File: src/rtl/vga_timing_pkg.sv
// Shared constants and helpers for the VGA raster timing generator.
// Defaults describe 640x480@60 with negative syncs.
package vga_timing_pkg;

    localparam int DEF_H_ACTIVE = 640;
    localparam int DEF_H_FRONT  = 16;
    localparam int DEF_H_SYNC   = 96;
    localparam int DEF_H_BACK   = 48;
    localparam int DEF_V_ACTIVE = 480;
    localparam int DEF_V_FRONT  = 10;
    localparam int DEF_V_SYNC   = 2;
    localparam int DEF_V_BACK   = 33;
    localparam int DEF_CW       = 12;

    localparam bit POL_NEG = 1'b1;
    localparam bit POL_POS = 1'b0;

    function automatic int totalLen(
        input int active,
        input int front,
        input int sync,
        input int back
    );
        return active + front + sync + back;
    endfunction

    // Drive level of a sync pin for a given logical state
    function automatic logic syncLevel(
        input bit   neg,
        input logic act
    );
        return neg ? ~act : act;
    endfunction

endpackage

File: src/rtl/vga_axis_counter.sv
// Generic wrapping raster-axis counter with boundary compares
// evaluated on the next-state count so decodes align with it.
module vga_axis_counter #(
    parameter int CW    = 12,
    parameter int TOTAL = 800,
    parameter int SEG_A = 640,
    parameter int SEG_B = 656,
    parameter int SEG_C = 752,
    parameter int SEG_D = 0
) (
    input  logic          clk,
    input  logic          rst_n,
    input  logic          en,
    output logic [CW-1:0] count,
    output logic          tc,
    output logic          nextLtA,
    output logic          nextGeB,
    output logic          nextLtC,
    output logic          nextEqD
);

    localparam logic [CW-1:0] LAST = CW'(TOTAL - 1);

    logic [CW-1:0] countNext;
    logic [31:0]   nextWide;

    // Next count and segment compares on that next value
    always_comb begin
        tc = (count == LAST);
        if (!en) begin
            countNext = count;
        end else if (tc) begin
            countNext = '0;
        end else begin
            countNext = count + 1'b1;
        end
        nextWide = 32'(countNext);
        nextLtA  = nextWide < 32'(SEG_A);
        nextGeB  = nextWide >= 32'(SEG_B);
        nextLtC  = nextWide < 32'(SEG_C);
        nextEqD  = nextWide == 32'(SEG_D);
    end

    // Reset parks the axis on its last position
    always_ff @(posedge clk or negedge rst_n) begin
        if (!rst_n) begin
            count <= LAST;
        end else begin
            count <= countNext;
        end
    end

endmodule

File: src/rtl/vga_timing_gen.sv
// Parametrised VGA/CEA raster timing generator on a pixel enable.
// Optional test pattern on rgb when VGA_TIMING_PATTERN_EN is defined.
module vga_timing_gen
    import vga_timing_pkg::*;
#(
    parameter int H_ACTIVE   = DEF_H_ACTIVE,
    parameter int H_FRONT    = DEF_H_FRONT,
    parameter int H_SYNC     = DEF_H_SYNC,
    parameter int H_BACK     = DEF_H_BACK,
    parameter int V_ACTIVE   = DEF_V_ACTIVE,
    parameter int V_FRONT    = DEF_V_FRONT,
    parameter int V_SYNC     = DEF_V_SYNC,
    parameter int V_BACK     = DEF_V_BACK,
    parameter bit H_SYNC_NEG = POL_NEG,
    parameter bit V_SYNC_NEG = POL_NEG,
    parameter int CW         = DEF_CW
) (
    input  logic          clk,
    input  logic          rst_n,
    input  logic          pix_ce,
    output logic [CW-1:0] h_count,
    output logic [CW-1:0] v_count,
    output logic          de,
    output logic          hsync,
    output logic          vsync,
    output logic          line_start,
    output logic          frame_start,
    output logic          vblank_start,
    output logic [15:0]   frame_cnt,
    output logic [2:0]    rgb
);

    localparam int H_TOTAL =
        totalLen(H_ACTIVE, H_FRONT, H_SYNC, H_BACK);
    localparam int V_TOTAL =
        totalLen(V_ACTIVE, V_FRONT, V_SYNC, V_BACK);

    localparam logic H_ON  = syncLevel(H_SYNC_NEG, 1'b1);
    localparam logic H_OFF = syncLevel(H_SYNC_NEG, 1'b0);
    localparam logic V_ON  = syncLevel(V_SYNC_NEG, 1'b1);
    localparam logic V_OFF = syncLevel(V_SYNC_NEG, 1'b0);

    logic hTc, hLtA, hGeB, hLtC, hZero;
    logic vTc, vLtA, vGeB, vLtC, vAtBlank;
    logic vEn;
    logic deNext;
    logic started;

    assign vEn    = pix_ce & hTc;
    assign deNext = hLtA & vLtA;

    vga_axis_counter #(
        .CW    (CW),
        .TOTAL (H_TOTAL),
        .SEG_A (H_ACTIVE),
        .SEG_B (H_ACTIVE + H_FRONT),
        .SEG_C (H_ACTIVE + H_FRONT + H_SYNC),
        .SEG_D (0)
    ) hAxis (
        .clk     (clk),
        .rst_n   (rst_n),
        .en      (pix_ce),
        .count   (h_count),
        .tc      (hTc),
        .nextLtA (hLtA),
        .nextGeB (hGeB),
        .nextLtC (hLtC),
        .nextEqD (hZero)
    );

    vga_axis_counter #(
        .CW    (CW),
        .TOTAL (V_TOTAL),
        .SEG_A (V_ACTIVE),
        .SEG_B (V_ACTIVE + V_FRONT),
        .SEG_C (V_ACTIVE + V_FRONT + V_SYNC),
        .SEG_D (V_ACTIVE)
    ) vAxis (
        .clk     (clk),
        .rst_n   (rst_n),
        .en      (vEn),
        .count   (v_count),
        .tc      (vTc),
        .nextLtA (vLtA),
        .nextGeB (vGeB),
        .nextLtC (vLtC),
        .nextEqD (vAtBlank)
    );

    // Decodes registered from next-state counters; strobes fire once
    always_ff @(posedge clk or negedge rst_n) begin
        if (!rst_n) begin
            de           <= 1'b0;
            hsync        <= H_OFF;
            vsync        <= V_OFF;
            line_start   <= 1'b0;
            frame_start  <= 1'b0;
            vblank_start <= 1'b0;
            frame_cnt    <= 16'd0;
            started      <= 1'b0;
        end else if (pix_ce) begin
            de           <= deNext;
            hsync        <= (hGeB & hLtC) ? H_ON : H_OFF;
            vsync        <= (vGeB & vLtC) ? V_ON : V_OFF;
            line_start   <= hZero;
            frame_start  <= hTc & vTc;
            vblank_start <= hZero & vAtBlank;
            started      <= 1'b1;
            // The wrap out of the reset position is not a finished frame
            if (hTc && vTc && started) begin
                frame_cnt <= frame_cnt + 1'b1;
            end
        end else begin
            line_start   <= 1'b0;
            frame_start  <= 1'b0;
            vblank_start <= 1'b0;
        end
    end

`ifdef VGA_TIMING_PATTERN_EN
    logic [CW-1:0] hNextPix;
    logic [2:0]    bar;

    assign hNextPix = hTc ? '0 : h_count + 1'b1;
    assign bar = 3'({hNextPix, 3'b000} / (CW+3)'(H_ACTIVE));

    // Eight vertical colour bars, blanked outside the active area
    always_ff @(posedge clk or negedge rst_n) begin
        if (!rst_n) begin
            rgb <= 3'b000;
        end else if (pix_ce) begin
            rgb <= deNext ? bar : 3'b000;
        end
    end
`else
    assign rgb = 3'b000;
`endif

endmodule

File: config.mk
export PLATFORM = sky130hd
export DESIGN_NAME = vga_timing_gen
export DESIGN_NICKNAME = d
export VERILOG_FILES = /design/src/rtl/vga_timing_pkg.sv /design/src/rtl/vga_axis_counter.sv /design/src/rtl/vga_timing_gen.sv
export SDC_FILE = /design/constraint.sdc
export NUM_CORES = 1
export LEC_CHECK = 0
export ABC_AREA = 1
export CAP_MARGIN = 40
export CORE_UTILIZATION = 43
export CTS_CLUSTER_SIZE = 30
export DETAILED_ROUTE_END_ITERATION = 6
export PLACE_DENSITY = 0.76
export SLEW_MARGIN = 25
export SYNTH_ARGS = -nofsm -noshare
export SYNTH_HDL_FRONTEND = slang
export SYNTH_SLANG_ARGS = --single-unit
File: constraint.sdc
create_clock -name clk -period 5.6 [get_ports clk]
set_clock_uncertainty 0.15 [all_clocks]
set_input_delay 0.84 -clock clk [delete_from_list [all_inputs] [get_ports clk]]
set_output_delay 0.84 -clock clk [all_outputs]
set_load 0.005 [all_outputs]
==> flow_metrics.py, run 1 <==
metrics = {
    "status": {
        "status": "finished, final reports clean",
    },
    "logic_synthesis": {
        "ys_ff_latch": 47,
        "synth-compound-area-share_pct": 2.658,
        "syn_area_per_cell_sq_um": 7.322,
        "synth_fa_ha_area_share_pct": 1.688,
        "synth_xor_area_share_pct": 5.316,
        "synth_warnings": 0,
        "synth_ff_type": "dfrtp_1",
        "yosysSeqAreaShare_pct": 40.17,
        "syn_inst": 405,
        "synthDistinctLibCells": 31,
        "synth_top_family_by_area": "simple AND/OR/NAND/NOR gates",
        "netlist_area_sq_mm": 0.002965,
        "ys_async_sr_fraction_pct": 100.0,
        "synth_mux_area_share_pct": 0,
        "synth-simple-area-share_pct": 40.89,
        "synth_edf_count": 0,
    },
    "drt": {
        "wirelength_um": 6842,
        "drcViolationCount": 0,
        "routedWlPerCell_um": 12.81,
        "viasPerCell": 5.099,
        "drtIter0Drc": 224,
        "drt_pass1_iterations": 4,
        "ant_nets": 0,
        "vias": 2723,
    },
    "run": {
        "cap_violations": 0,
    },
    "finish": {
        "nets": 463,
        "layout_common_cells": "nand2_1 (114), nor2_1 (62), inv_1 (57)",
        "antenna_cells": 0,
        "syn2layout_area_growth_pct": 20.93,
        "mostFrequentLayoutCell": "nand2_1",
        "drive_above_1_share_pct": 9.847,
    },
    "place": {
        "dp_slack_ns": 2.233,
        "gp_congestion": 0.8830,
        "hpwl_um": 5100,
        "io_buffer_count": 48,
    },
    "clock_tree": {
        "clk_latency_ns": 0.30,
        "cts_resized": 0,
        "clkSlewWorstSetupHoldPaths_ns": 0.08,
        "ctsRootBufferMaster": "clkbuf_8",
        "cts_tree": "built",
        "postCtsHoldBufs": 0,
        "cts_setup_buffers": 0,
        "cts_sinks": 47,
        "cts_htree_levels": 2,
        "clockBufferDepth": 2,
        "numCtsBuffers": 5,
    },
    "critical_path": {
        "reg2reg_slack_ns": 3.13,
        "required_ns": 5.67,
        "critPathKind": "input pin to flip-flop",
        "critPathCaptureType": "flip-flop",
        "critPathLaunch": "pix_ce",
        "cp-endpoint": "vblank_start",
        "crit_path_max_fanout": 15,
        "start_kind": "input pin",
        "worst-r2r-cell-count": 11,
        "critPathArrivalTime_ns": 2.96,
        "timing.rr.end": "vblank_start",
        "r2r_start": "hAxis.count[0]",
    },
    "sta": {
        "fin_crit_ns": 2.885,
        "period_share_pct": 51.52,
        "rsz0062_at_grt": "false",
        "hold_violations": 0,
        "fmax_mhz": 346.6,
        "setup_violations": 0,
        "max-slew-margin-rel_pct": 60.45,
        "slew_viol_final": 0,
        "fin_ws_ns": 2.715,
        "worst_pin_slew_ns": 0.5932,
        "fin_setup_tns_ns": 0,
    },
    "floorplanning": {
        "die_h_um": 85.05,
        "rows": 29,
        "pin_count": 52,
        "die_w_um": 85.05,
        "coreArea_sq_mm": 0.006495,
        "start_util_pct": 45.66,
        "die_area_sq_mm": 0.007233,
    },
    "grt": {
        "overflow": 0,
        "grt_max_degree": 48,
        "grt_antenna_before_repair": 0,
        "first_global_vias": 2427,
        "grt_use_total_pct": 19.67,
        "grt_pass1_wl_um": 11250,
    },
    "power": {
        "irDropWorstVdd_mv": 0.09973,
        "p_per_area_mw_per_mm2": 265.0,
        "power.leakage_nw": 1.812,
    },
    "worst_hold_path": {
        "hp-start": "vsync",
        "hp-class": "flip-flop to flip-flop",
    },
}
-- per-stage QoR --
| step | hold slack, ns | area (sq um) | power (mW) | cells | util, % |
|---|---|---|---|---|---|
| after floorplan | 0.3226 | 2973 | 0.6252 | 407 | - |
| after global placement | 0.3569 | 3487 | 0.7442 | 525 | 53.69 |
| after detailed placement | 0.3356 | 3490 | 0.7510 | 525 | 53.73 |
| after CTS | 0.3509 | 3575 | 0.9532 | 533 | 55.04 |
| after global routing | 0.3576 | 3586 | 1.010 | 534 | 55.21 |
| final | 0.3491 | 3586 | 0.9502 | 534 | 55.21 |
-- synth_stat cells, types with 3 or more instances --
library cell  count  area share (%)
buf_4             3            0.76
dfrtp_1          35              30
dfstp_2          12              11
ha_1              4             1.7
inv_1            57             7.2
nand2_1         114              14
nand2_2           4            0.84
nand2_4           4             1.5
nand3_1          31             5.2
nand3b_1          3            0.76
nand4_1          18             3.8
nor2_1           62             7.8
nor2_2            3            0.63
nor3_1            6             1.0
nor4_1            3            0.63
o21ai_0           7             1.2
o21ai_2           3            0.89
xnor2_1           8             2.4
xor2_1           10             3.0
-- state kept, by name, indices dropped and copies added, names as in the netlist --
signal	flops
frame_cnt	16
line_start	1
vAxis.count	12
vsync	1
hsync	1
started	1
vblank_start	1
frame_start	1
hAxis.count	12
de	1
-- power by group --
group	leakage, nW	switching, mW	internal, mW
Combinational	1.19	0.164	0.125
Clock	0.0412	0.115	0.0874
Sequential	0.580	0.0670	0.393
-- cell families (layout without fill, tap and decap cells) --
family                   count (synthesis)  after routing
AO/OA/AOI/OAI                           13             13
XOR/XNOR                                18             18
adder cells (fa/ha/maj)                  4              4
buffers and inverters                   64            114
flip-flops                              47             47
other                                    1              3
AND/OR/NAND/NOR                        258            258
-- layout make-up --
class                      instances  area, sq um
clock buffer                       6        72.57
fill                             596         2909
timing repair buffer              49        489.2
inverter                          57        214.0
sequential                        47         1191
multi-input combinational        296         1510
clock inverter                     2        12.51
tap                               77        96.34
-- per-layer routing --
metal  GRT usage, %  vias to the layer above  routed length [um]
met1          27.85                     1244                3239
met3          2.821                        8                 395
met2          30.87                      101                3107
met4          6.934                        0                  99
met5              0                        -                   0
li1               -                     1370                   -
-- worst min-delay path by stage --
stage,end,slack (ns),depth (start not counted)
after floorplan,de,0.32,2
after global placement,frame_cnt[5],0.36,1
after detailed placement,vsync,0.34,2
after CTS,vsync,0.35,2
after global routing,vsync,0.36,2
final,vsync,0.35,2
-- critical path, cell delays in order --
cell,delay [ns]
clkdlybuf4s50_1,0.71
buf_6,0.23
nand2_1,0.06
nor2_1,0.21
nand3_1,0.16
nand3_1,0.16
nand3_1,0.13
nor2_1,0.12
nand4_1,0.18
nor3_2,0.15
Note: power is estimated with default switching activity, not from simulation.
==> inputs of run 2 (changes only) <==
==> constraint.sdc (replaced) <==
create_clock -name clk -period 2.8 [get_ports clk]
set_clock_uncertainty 0.15 [all_clocks]
set_input_delay 0.42 -clock clk [delete_from_list [all_inputs] [get_ports clk]]
set_output_delay 0.42 -clock clk [all_outputs]
set_load 0.005 [all_outputs]
==> run 2 against run 1 <==
Net effect:
- clock power rose by 100%
- combinational power rose by 100%
- flip-flop and latch count did not move
- critical path type is now flip-flop to flip-flop
==> flow_metrics.py, run 2 (synthesized netlist as in run 1, its figures left out) <==
metrics = {
    "drt": {
        "ant_nets": 0,
        "routedWlPerCell_um": 13.50,
        "vias": 2726,
        "drtIter0Drc": 180,
        "drcViolationCount": 0,
        "drt_pass1_iterations": 5,
        "viasPerCell": 5.095,
        "wirelength_um": 7224,
    },
    "sta": {
        "slew_viol_final": 0,
        "fin_setup_tns_ns": 0,
        "rsz0062_at_grt": "false",
        "setup_violations": 0,
        "period_share_pct": 87.71,
        "max-slew-margin-rel_pct": 60.72,
        "fin_crit_ns": 2.456,
        "hold_violations": 0,
        "worst_pin_slew_ns": 0.5892,
        "fin_ws_ns": 0.3441,
        "fmax_mhz": 407.2,
    },
    "finish": {
        "antenna_cells": 0,
        "final_cells": 535,
        "top_register": "frame_cnt",
        "drive_above_1_share_pct": 10.04,
        "fin_util_pct": 55.25,
        "top_regs": "frame_cnt (16), hAxis.count (12), vAxis.count (12)",
        "layout_common_cells": "nand2_1 (114), nor2_1 (62), inv_1 (57)",
        "syn2layout_area_growth_pct": 21.01,
        "largest_reg_flops": 16,
        "fillers": 610,
        "mostFrequentLayoutCell": "nand2_1",
        "nets": 464,
    },
    "floorplanning": {
        "pin_count": 52,
        "die_w_um": 85.05,
        "die_h_um": 85.05,
        "die_area_sq_mm": 0.007233,
        "coreArea_sq_mm": 0.006495,
        "rows": 29,
        "start_util_pct": 45.66,
    },
    "critical_path": {
        "crit_path_max_fanout": 15,
        "critPathArrivalTime_ns": 2.53,
        "slowest_delay_ns": 0.60,
        "cpMostUsedCell": "nand2_1",
        "cp.buffers_inverters": 1,
        "reg2reg_slack_ns": 0.34,
        "required_ns": 2.87,
        "cpMaxStageDelayCell": "dfstp_2",
        "start_kind": "flip-flop",
        "crit_chain": "ha_1, nand2_2, nor2_8, nand4_2, nand2_1, inv_1, nor2_1, nand2_1, nor2_1, nand2_1, nor3_2",
        "path_delay_family": "simple AND/OR/NAND/NOR gates",
        "crit_cells": 11,
        "critPathCaptureType": "flip-flop",
        "critPathKind": "flip-flop to flip-flop",
        "worst-r2r-cell-count": 11,
    },
    "grt": {
        "overflow": 0,
        "met3_usage_pct": 3.405,
        "grt_use_met1_pct": 29.04,
        "grt_use_total_pct": 21.08,
        "grt.busiest_layer": "met2",
        "use_met2_pct": 34.38,
        "grt_pass1_wl_um": 11980,
        "grt_antenna_before_repair": 0,
        "grt_max_degree": 48,
        "first_global_vias": 2539,
    },
    "place": {
        "gp_congestion": 0.9070,
        "io_buffer_count": 48,
        "hpwl_um": 5445,
        "place_inst": 527,
        "dp_slack_ns": 0.1509,
    },
    "clock_tree": {
        "numCtsBuffers": 5,
        "cts_htree_levels": 2,
        "cts_setup_buffers": 0,
        "postCtsHoldBufs": 0,
        "ctsRootBufferMaster": "clkbuf_8",
        "cts_tree": "built",
        "cts_sinks": 47,
        "clockBufferDepth": 2,
        "clkSlewWorstSetupHoldPaths_ns": 0.09,
        "cts_resized": 0,
        "clk_latency_ns": 0.30,
    },
    "power": {
        "irDropWorstVdd_mv": 0.1973,
        "p_per_area_mw_per_mm2": 531.6,
        "power.leakage_nw": 1.819,
    },
    "status": {
        "status": "finished, final reports clean",
    },
    "run": {
        "cap_violations": 0,
    },
    "worst_hold_path": {
        "hp-class": "input pin to async pin",
    },
}
## run 2: cell types whose count changed in the layout (fill, tap and decap cells not counted)
cell,previous run,this run
clkinvlp_4,1,0
buf_4,1,2
clkinv_4,0,1
buf_6,1,0
buf_2,0,1
## run 2: layout make-up
cell class              count  area (sq um)  share of cell area, %
clock buffers               6         72.57                  2.022
inverters                  57         214.0                  5.962
clock inverters             2         13.76                 0.3835
repair buffers             50         490.5                  13.67
flip-flops and latches     47          1191                  33.19
multi-input cells         296          1510                  42.09
well taps                  77         96.34                  2.685
## run 2: layer usage
layer	routed length, um	vias to the layer above	share of wire (%)
met5	0	-	0
met4	81	0	1.1
met3	331	9	4.6
met2	3410	79	47
met1	3400	1269	47
li1	-	1369	-
## run 2: where the power goes
group | internal (mW) | switching [mW] | leakage [nW] | total, mW
sequential | 0.785 | 0.136 | 0.580 | 0.921
clock | 0.177 | 0.233 | 0.0452 | 0.410
combinational | 0.249 | 0.327 | 1.19 | 0.577
total | 1.21 | 0.696 | 1.82 | 1.91
## run 2: final timing paths
| path | start | endpoint |
|---|---|---|
| max in group asynchronous | rst_n | vAxis.count[10] |
| worst min-delay path | rst_n | hAxis.count[11] |
| min in group clk | vsync | vsync |
| worst max-delay path | hAxis.count[0] | vblank_start |
| worst min register to register | vsync | vsync |
| worst max register to register | hAxis.count[0] | vblank_start |
## run 2: stage by stage
stage | power [mW] | area (sq um) | hold slack [ns]
floorplan | 1.250 | 2973 | -0.02559
global placement | 1.496 | 3502 | 0.3401
global route | 2.039 | 3588 | 0.1147
finish | 1.908 | 3588 | 0.04811
detailed placement | 1.504 | 3502 | 0.3478
CTS | 1.921 | 3588 | 0.07779
==> inputs of run 3 (changes only) <==
--- a/config.mk
+++ b/config.mk
@@ -7,10 +7,10 @@
 export LEC_CHECK = 0
 export ABC_AREA = 1
 export CAP_MARGIN = 40
-export CORE_UTILIZATION = 43
+export CORE_UTILIZATION = 53
 export CTS_CLUSTER_SIZE = 30
 export DETAILED_ROUTE_END_ITERATION = 6
-export PLACE_DENSITY = 0.76
+export PLACE_DENSITY = 0.89
 export SLEW_MARGIN = 25
 export SYNTH_ARGS = -nofsm -noshare
 export SYNTH_HDL_FRONTEND = slang
==> run 3 against run 2 <==
Net effect:
- routed wire length is 2.1% higher
- die area is 18% lower
- global-route usage is 5.7 points higher
- first-iteration DRC count is 53% higher
- worst setup slack worse by 0.020 ns
- combinational power is 0.7% higher
- clock power is 11% higher
- sequential share of layout area is 0.24 points lower
- design area is 0.73% higher
- worst hold slack better by 0.31 ns
==> flow_metrics.py, run 3 (synthesized netlist as in run 1, its figures left out) <==
metrics = {
    "critical_path": {
        "start_kind": "flip-flop",
        "critPathArrivalTime_ns": 2.56,
        "crit_path_max_fanout": 15,
        "critPathKind": "flip-flop to flip-flop",
        "crit_chain": "ha_1, nand2_2, nor2_8, nand4_2, nand2_1, inv_1, nor2_1, nand2_1, nor2_1, nand2_1, nor3_2",
        "path_delay_family": "simple AND/OR/NAND/NOR gates",
        "cp.buffers_inverters": 1,
        "required_ns": 2.88,
        "slowest_delay_ns": 0.59,
        "critPathCaptureType": "flip-flop",
        "cpMostUsedCell": "nand2_1",
        "cpMaxStageDelayCell": "dfstp_2",
    },
    "drt": {
        "drt_pass1_iterations": 5,
        "ant_nets": 0,
        "drtIter0Drc": 275,
        "viasPerCell": 5.289,
        "drcViolationCount": 0,
        "wirelength_um": 7379,
        "routedWlPerCell_um": 13.92,
        "vias": 2803,
    },
    "sta": {
        "max-slew-margin-rel_pct": 61.23,
        "rsz0062_at_grt": "false",
        "worst_pin_slew_ns": 0.5797,
        "fin_crit_ns": 2.476,
        "fin_setup_tns_ns": 0,
        "setup_violations": 0,
        "hold_violations": 0,
        "slew_viol_final": 0,
        "fmax_mhz": 403.9,
        "period_share_pct": 88.41,
    },
    "clock_tree": {
        "clockBufferDepth": 2,
        "ctsRootBufferMaster": "clkbuf_8",
        "numCtsBuffers": 5,
        "cts_setup_buffers": 0,
        "cts_tree": "built",
        "clk_latency_ns": 0.30,
        "clkSlewWorstSetupHoldPaths_ns": 0.09,
        "postCtsHoldBufs": 1,
        "cts_sinks": 47,
        "cts_resized": 0,
        "cts_htree_levels": 2,
    },
    "worst_hold_path": {
        "hp-class": "flip-flop to flip-flop",
    },
    "power": {
        "comb_power_share_pct": 29.8,
        "power.leakage_nw": 1.833,
        "p_per_area_mw_per_mm2": 538.7,
        "p_int_mw": 1.261,
        "p_switching_mw": 0.6862,
        "clkPwrFrac_pct": 23.5,
        "swShare_pct": 35.24,
        "seq_power_share_pct": 46.7,
        "irDropWorstVdd_mv": 0.3103,
    },
    "grt": {
        "grt_max_degree": 34,
        "grt_pass1_wl_um": 12540,
        "overflow": 0,
        "first_global_vias": 2681,
        "grt_antenna_before_repair": 0,
        "grt_use_total_pct": 26.74,
    },
    "finish": {
        "syn2layout_area_growth_pct": 21.90,
        "top_register": "frame_cnt",
        "mostFrequentLayoutCell": "nand2_1",
        "top_regs": "frame_cnt (16), hAxis.count (12), vAxis.count (12)",
        "final_cells": 530,
        "layout_common_cells": "nand2_1 (114), nor2_1 (62), inv_1 (57)",
        "antenna_cells": 0,
        "nets": 466,
        "largest_reg_flops": 16,
        "drive_above_1_share_pct": 10.43,
    },
    "place": {
        "io_buffer_count": 48,
        "hpwl_um": 5519,
        "gp_congestion": 0.8914,
        "place_inst": 521,
    },
    "floorplanning": {
        "rows": 26,
        "pin_count": 52,
        "die_area_sq_mm": 0.005898,
        "start_util_pct": 56.62,
        "coreArea_sq_mm": 0.005238,
        "die_w_um": 76.80,
        "die_h_um": 76.80,
    },
    "status": {
        "status": "finished, final reports clean",
    },
    "run": {
        "cap_violations": 0,
    },
}
-- run 3: cell types whose count changed in the layout (fill, tap and decap cells not counted), sizes merged --
| cell | previous run | this run |
|---|---|---|
| buf | 3 | 4 |
| dlygate4sd3 | 0 | 1 |
| clkbuf | 6 | 7 |
| clkinvlp | 0 | 1 |
| clkinv | 2 | 0 |
-- run 3: final timing paths --
path / cells after the start / to / startpoint / slack [ns]
hold / removal: 2 / vsync / vsync / 0.36
max in group asynchronous: 3 / vAxis.count[2] / rst_n / 1.33
min in group asynchronous: 2 / frame_start / rst_n / 0.40
setup reg to reg: 11 / vblank_start / hAxis.count[0] / 0.32
setup / recovery: 11 / vblank_start / hAxis.count[0] / 0.32
hold reg to reg: 2 / vsync / vsync / 0.36
-- run 3: stage by stage --
step / total power [mW] / setup WS, ns / area (sq um) / hold slack [ns] / utilization [%]
floorplan: 1.250 / 0.6796 / 2973 / -0.02559 / -
global placement: 1.482 / 0.1907 / 3501 / 0.2026 / 66.84
detailed placement: 1.496 / 0.1631 / 3501 / 0.2023 / 66.84
CTS: 1.955 / 0.3432 / 3615 / 0.3577 / 69.02
global route: 2.074 / 0.1405 / 3615 / 0.3691 / 69.02
finish: 1.947 / 0.3244 / 3615 / 0.3615 / 69.02
-- run 3: area by class of cell --
| type | count | area (sq um) |
|---|---|---|
| Sequential cell | 47 | 1191 |
| Tap cell | 70 | 87.58 |
| Inverter | 57 | 214.0 |
| Fill cell | 446 | 1623 |
| Timing Repair Buffer | 52 | 508.0 |
| Clock inverter | 1 | 7.507 |
| Clock buffer | 7 | 96.34 |
| Multi-Input combinational cell | 296 | 1510 |
-- run 3: worst reg2reg max path, stage by stage, from the launching register on --
cell,delay (ns)
dfstp_2,0.59
ha_1,0.24
nand2_2,0.12
nor2_8,0.17
nand4_2,0.37
nand2_1,0.20
inv_1,0.06
nor2_1,0.12
nand2_1,0.06
nor2_1,0.09
nand2_1,0.09
nor3_2,0.14
-- run 3: layer usage --
layer	share of wire [%]	GRT usage, %
met1	42	34.72
met2	50	45.18
met3	6.3	4.286
met4	1.3	9.038
met5	0	0
-- run 3: power by group through the flow --
stage	registers [mW]	clock network (mW)	logic, mW
after floorplan	0.896	0	0.354
after global placement	0.920	0	0.562
after detailed placement	0.920	0	0.575
after CTS	0.908	0.468	0.579
after global routing	0.931	0.492	0.651
final	0.909	0.457	0.581
